**config.mk**
```make
export PLATFORM = sky130hd
export DESIGN_NAME = lbc_lbus_target
export DESIGN_NICKNAME = d
export VERILOG_FILES = /design/src/rtl/lbc_lbus_target.sv
export SDC_FILE = /design/constraint.sdc
export NUM_CORES = 1
export LEC_CHECK = 0
export BUFFER_PORTS_ARGS = -buffer_cell sky130_fd_sc_hd__buf_4
export CORE_UTILIZATION = 43
export CTS_BUF_LIST = sky130_fd_sc_hd__clkbuf_2
export CTS_CLUSTER_DIAMETER = 40
export DETAILED_ROUTE_END_ITERATION = 10
export PLACE_DENSITY = 0.88
export SYNTH_ARGS = -nofsm -noshare
export SYNTH_HDL_FRONTEND = slang
export SYNTH_SLANG_ARGS = --single-unit
export TNS_END_PERCENT = 1
```
**constraint.sdc**
```tcl
create_clock -name BUSCLK -period 1.8 [get_ports BUSCLK]
set_input_delay 0.36 -clock BUSCLK [delete_from_list [all_inputs] [get_ports BUSCLK]]
set_output_delay 0.36 -clock BUSCLK [all_outputs]
set_load 0.005 [all_outputs]
```
**src/rtl/lbc_lbus_target.sv**
```systemverilog
// LBC local-bus target: claims decoded address phases, paces data phases with
// TRDY/ABORT and forwards every beat to a request/acknowledge backend port.
//
// state    | meaning
// IDLE     | waiting for an address phase (FRAME & IRDY)
// IGNORE   | address missed; wait for the foreign transfer to end
// W_DATA   | write claimed; waiting for master write data (IRDY)
// W_BACK   | write request to backend, waiting for LT_ACK
// R_FETCH  | read request to backend, waiting for LT_ACK
// R_DATA   | read data on bus, waiting for master IRDY
// DONE     | one-cycle write completion (TRDY, ABORT = backend error)
// ABORT    | one-cycle target abort (backend error or timeout)
module lbc_lbus_target #(
    parameter int                ADDR_W  = 30,
    parameter int                DATA_W  = 32,
    parameter logic [ADDR_W-1:0] BASE    = '0,
    parameter logic [ADDR_W-1:0] MASK    = ADDR_W'(30'h3FFF0000),
    parameter int                LINE_W  = 2,
    parameter int                TIMEOUT = 15
) (
    input  logic              BUSCLK,
    input  logic              RESET_LR,
    input  logic              LBUS_FRAME,
    input  logic              LBUS_IRDY,
    input  logic              LBUS_TRDY_IN,
    input  logic              LBUS_WR,
    input  logic [ADDR_W-1:0] LBUS_ADDR,
    input  logic [DATA_W-1:0] LBUS_WDATA,
    output logic              LBUS_TRDY,
    output logic              LBUS_SEL,
    output logic              LBUS_ABORT,
    output logic [DATA_W-1:0] LBUS_RDATA,
    output logic              LBUS_DOE,
    output logic              LT_REQ,
    output logic              LT_WE,
    output logic [ADDR_W-1:0] LT_ADDR,
    output logic [DATA_W-1:0] LT_WDATA,
    input  logic              LT_ACK,
    input  logic              LT_ERR,
    input  logic [DATA_W-1:0] LT_RDATA
);

    typedef enum logic [2:0] {
        S_IDLE,
        S_IGNORE,
        S_W_DATA,
        S_W_BACK,
        S_R_FETCH,
        S_R_DATA,
        S_DONE,
        S_ABORT
    } state_t;

    // Terminal count is one below TIMEOUT: the counter value seen in the
    // TIMEOUT-th waiting cycle, so LT_ACK in that same cycle still wins.
    localparam logic [3:0] TMO_LAST = 4'(TIMEOUT - 1);

    state_t              r_state;
    logic [ADDR_W-1:0]   r_addr;
    logic [DATA_W-1:0]   r_wdata;
    logic [DATA_W-1:0]   r_rdata;
    logic [3:0]          r_tmo;
    logic                r_sel;
    logic                r_trdy;
    logic                r_abort;
    logic                r_doe;
    logic                r_req;
    logic                r_we;

    logic                w_hit;
    logic                w_tmo_tc;
    logic [ADDR_W-1:0]   w_addr_next;

    assign w_hit       = ((LBUS_ADDR & MASK) == BASE);
    assign w_tmo_tc    = (r_tmo == TMO_LAST);
    assign w_addr_next = {r_addr[ADDR_W-1:LINE_W], r_addr[LINE_W-1:0] + LINE_W'(1)};

    always_ff @(posedge BUSCLK) begin
        if (RESET_LR) begin
            r_state <= S_IDLE;
            r_addr  <= '0;
            r_wdata <= '0;
            r_rdata <= '0;
            r_tmo   <= '0;
            r_sel   <= 1'b0;
            r_trdy  <= 1'b0;
            r_abort <= 1'b0;
            r_doe   <= 1'b0;
            r_req   <= 1'b0;
            r_we    <= 1'b0;
        end else begin
            case (r_state)
                S_IDLE: begin
                    if (LBUS_FRAME && LBUS_IRDY) begin
                        if (w_hit) begin
                            r_addr <= LBUS_ADDR;
                            r_sel  <= 1'b1;
                            if (LBUS_WR) begin
                                r_state <= S_W_DATA;
                            end else begin
                                r_req   <= 1'b1;
                                r_we    <= 1'b0;
                                r_tmo   <= '0;
                                r_state <= S_R_FETCH;
                            end
                        end else begin
                            r_state <= S_IGNORE;
                        end
                    end
                end
                S_IGNORE: begin
                    if (LBUS_TRDY_IN && LBUS_IRDY && !LBUS_FRAME) begin
                        r_state <= S_IDLE;
                    end
                end
                S_W_DATA: begin
                    if (LBUS_IRDY) begin
                        r_wdata <= LBUS_WDATA;
                        r_req   <= 1'b1;
                        r_we    <= 1'b1;
                        r_tmo   <= '0;
                        r_state <= S_W_BACK;
                    end
                end
                S_W_BACK: begin
                    if (LT_ACK) begin
                        r_req   <= 1'b0;
                        r_we    <= 1'b0;
                        r_trdy  <= 1'b1;
                        r_abort <= LT_ERR;
                        r_state <= S_DONE;
                    end else if (w_tmo_tc) begin
                        r_req   <= 1'b0;
                        r_we    <= 1'b0;
                        r_trdy  <= 1'b1;
                        r_abort <= 1'b1;
                        r_state <= S_ABORT;
                    end else begin
                        r_tmo <= r_tmo + 4'd1;
                    end
                end
                S_R_FETCH: begin
                    if (LT_ACK) begin
                        r_req  <= 1'b0;
                        r_trdy <= 1'b1;
                        if (LT_ERR) begin
                            r_abort <= 1'b1;
                            r_state <= S_ABORT;
                        end else begin
                            r_rdata <= LT_RDATA;
                            r_doe   <= 1'b1;
                            r_state <= S_R_DATA;
                        end
                    end else if (w_tmo_tc) begin
                        r_req   <= 1'b0;
                        r_trdy  <= 1'b1;
                        r_abort <= 1'b1;
                        r_state <= S_ABORT;
                    end else begin
                        r_tmo <= r_tmo + 4'd1;
                    end
                end
                S_R_DATA: begin
                    if (LBUS_IRDY) begin
                        r_trdy <= 1'b0;
                        r_doe  <= 1'b0;
                        if (LBUS_FRAME) begin
                            // burst continues: next word wraps inside the line
                            r_addr  <= w_addr_next;
                            r_req   <= 1'b1;
                            r_tmo   <= '0;
                            r_state <= S_R_FETCH;
                        end else begin
                            r_sel   <= 1'b0;
                            r_state <= S_IDLE;
                        end
                    end
                end
                S_DONE, S_ABORT: begin
                    r_trdy  <= 1'b0;
                    r_abort <= 1'b0;
                    r_sel   <= 1'b0;
                    r_state <= S_IDLE;
                end
                default: r_state <= S_IDLE;
            endcase
        end
    end

    assign LBUS_TRDY  = r_trdy;
    assign LBUS_SEL   = r_sel;
    assign LBUS_ABORT = r_abort;
    assign LBUS_RDATA = r_rdata;
    assign LBUS_DOE   = r_doe;
    assign LT_REQ     = r_req;
    assign LT_WE      = r_we;
    assign LT_ADDR    = r_addr;
    assign LT_WDATA   = r_wdata;

endmodule

```
==> flow_summary.toml <==
[min_path]
whs_path_depth = 3
hp-start = "LBUS_ADDR[5]"
holdPathEnd = "LT_ADDR[5]"
hp-class = "in -> reg"

[worst_setup_path]
r2r-start = "r_state[1]"
path_class = "reg -> reg"
r2r_setup_slack_ps = -50
worst_setup_path_end_kind = "register"
cp_data_required_time_ps = 2290
r2r_end = "r_tmo[2]"
startpoint_type = "register"
arrival_ps = 2340
path_max_fanout = 8
r2r_cells = 6

[logic_synthesis]
synth.avg_cell_area_um2 = 8.06
synthTopCellsByCount = "nand2_1, dfxtp_1, a21oi_1"
synth_edf_count = 0
synthCells = 502
synth_nets = 606
syn_area_mm2 = 0.00405
yosysTopAreaCell = "dfxtp_1"
netlist-cell-type-count = 42
async_flop_share = 0
synth-seq-cells = 107
synth_most_common_cell = "nand2_1"
yosysTopAreaCellShare = 0.529
synth_ff_type = "dfxtp_1"
ys_seq_area_frac = 0.529
synth_area_leaders = "dfxtp_1, nand2_1, a21oi_1"
ys.warnings.count = 0

[global_routing]
grt_pass1_vias = 4493
grt_pass1_wl_um = 21100
overflow = 0
grt_usage = 0.270
antenna_found_initial = 0
grt_max_degree = 40

[floorplan]
core.rowCount = 35
start_util = 0.440
die_x_um = 99.0
die-area_mm2 = 0.00980
io-pin-count = 202
die_h_um = 99.0
core_area_mm2 = 0.00920

[pwr]
seq_power_share = 0.529
powerDensity_mw_per_mm2 = 701
p_switching_mw = 1.28
pwr-share-comb = 0.200
p_clk_frac = 0.271
sw_frac_of_total = 0.271
ir_drop_uv = 457
p_leak_nw = 2.92
internal_power_mw = 3.45

[sta]
rsz0062_at_grt = "yes"
fmax_mhz = 540
finalMaxSlewViolations = 0
maxSlewHeadroom = 0.708
setup_viol = 2
fin_crit_sh = 1.03
finClkSkew_ps = 45.5
layout_min_cycle_time_ps = 1850
hold_ws_ps = 46.9
hold_viol = 0
worstMarginPinSlew_ps = 437
setup_ws_ps = -50.6

[place]
hpwl_um = 8500
portBuffers = 201
gp_congestion = 0.899

[run_status]
violations = "negative setup slack"
status = "finished, violations left"

[cells_and_area]
final_core_util = 0.735
syn_to_final_growth_pct = 66.9
antenna_cells = 0
fin_nets = 880
drive_gt1_frac = 0.349

[clock_tree]
cts.htree.levels = 3
cts_buffers = 9
clk_pin_slew_ps = 300
cts_buffer_depth = 2
cts_tree = "built"
cts_sinks = 107
cts_root_buf = "clkbuf_2"
clk_latency_ps = 560

[routing]
wl_per_cell_um = 15.4
drc = 0
ant_nets = 0
drt_iter0_markers = 297
drt-total-wl_um = 13700
drtPass1Iterations = 9
via_per_inst = 5.27
num_vias = 4698

[flow_run]
maxCapViolCount = 0
==> worst max-delay path by stage <==
stage	slack (ps)	from	depth (start not counted)	endpoint
2_1_floorplan	10	LBUS_ADDR[23]	5	r_tmo[1]
3_3_place_gp	-60	LBUS_ADDR[19]	6	r_tmo[1]
3_5_place_dp	-130	LBUS_ADDR[23]	6	r_tmo[1]
4_1_cts	-50	r_state[1]	5	r_tmo[1]
5_1_grt	-100	r_tmo[0]	7	r_tmo[2]
6_report	-50	r_state[1]	6	r_tmo[2]
==> state kept, by name (all words and copies together) (netlist names) <==
| signal | flops |
|---|---|
| r_tmo | 4 |
| LBUS_RDATA | 32 |
| LT_WE | 1 |
| r_state | 3 |
| LT_REQ | 1 |
| LBUS_ABORT | 1 |
| LBUS_TRDY | 1 |
| LBUS_SEL | 1 |
| LT_ADDR | 30 |
| LT_WDATA | 32 |
| LBUS_DOE | 1 |
==> through the flow <==
step | setup slack [ps] | std cells | total power, mW | cell area, um2 | setup TNS, ps
2_1_floorplan | 11.7 | 502 | 2.85 | 4080 | 0
3_3_place_gp | -65.0 | 805 | 3.26 | 5830 | -175
3_5_place_dp | -130 | 805 | 3.29 | 5830 | -1610
4_1_cts | -47.8 | 884 | 4.68 | 6630 | -82.1
5_1_grt | -100 | 891 | 4.94 | 6760 | -185
6_report | -50.6 | 891 | 4.73 | 6760 | -84.5
==> repair_timing <==
item	in CTS	in global routing
gates resized for setup	6	19
hold buffers	64	4
setup buffers	0	3
endpoints found under the setup margin	18	20
endpoints found under the hold margin	64	4
pin swaps	1	8
==> power by group through the flow <==
stage                     logic (mW)  registers [mW]  clock network, mW
final                          0.947            2.50               1.28
after global routing            1.02            2.51               1.40
after CTS                      0.873            2.50               1.31
after detailed placement       0.750            2.54                  0
after global placement         0.731            2.53                  0
after floorplan                0.320            2.53                  0
==> kinds of logic after synthesis <==
kind of cell | Yosys count | share of synthesized area
buffers and inverters | 40 | 0.0377
AO/OA/AOI/OAI | 128 | 0.178
flip-flops | 107 | 0.529
multiplexers | 1 | 0.00247
adder cells (fa/ha/maj) | 2 | 0.00618
AND/OR/NAND/NOR | 224 | 0.247
==> cell usage in the layout, fill, tap and decap left out, types with 5 or more instances in the layout <==
master and instances:
nor2b_1 5, nand3_1 18, o21ai_0 7, and3_1 14
nor2_1 8, nand2_1 152, dlygate4sd3_1 68, buf_4 228
clkbuf_2 9, a21oi_1 91, dfxtp_1 103
==> area by class of cell <==
| class | instances | area (um2) |
|---|---|---|
| Tap cell | 111 | 139 |
| Fill cell | 618 | 2440 |
| Clock inverter | 6 | 97.6 |
| Clock buffer | 9 | 45.0 |
| Multi-Input combinational cell | 355 | 1850 |
| Sequential cell | 107 | 2150 |
| Inverter | 3 | 11.3 |
| Timing Repair Buffer | 300 | 2470 |
==> worst max-delay path, stage by stage (launching register included) <==
cell      delay, ps
dfxtp_4         440
buf_8           130
nand3b_1        200
o22ai_2         280
nor2_4           70
or4b_4          520
a21oi_2         140
==> routing by layer <==
metal / track usage / up-vias / part of all wire
met5: 0 / - / 0
met4: 0.0976 / 0 / 0.023
met3: 0.0738 / 40 / 0.072
met2: 0.489 / 218 / 0.51
met1: 0.302 / 2190 / 0.40
li1: - / 2250 / -
Note: power is estimated with default switching activity, not from simulation.
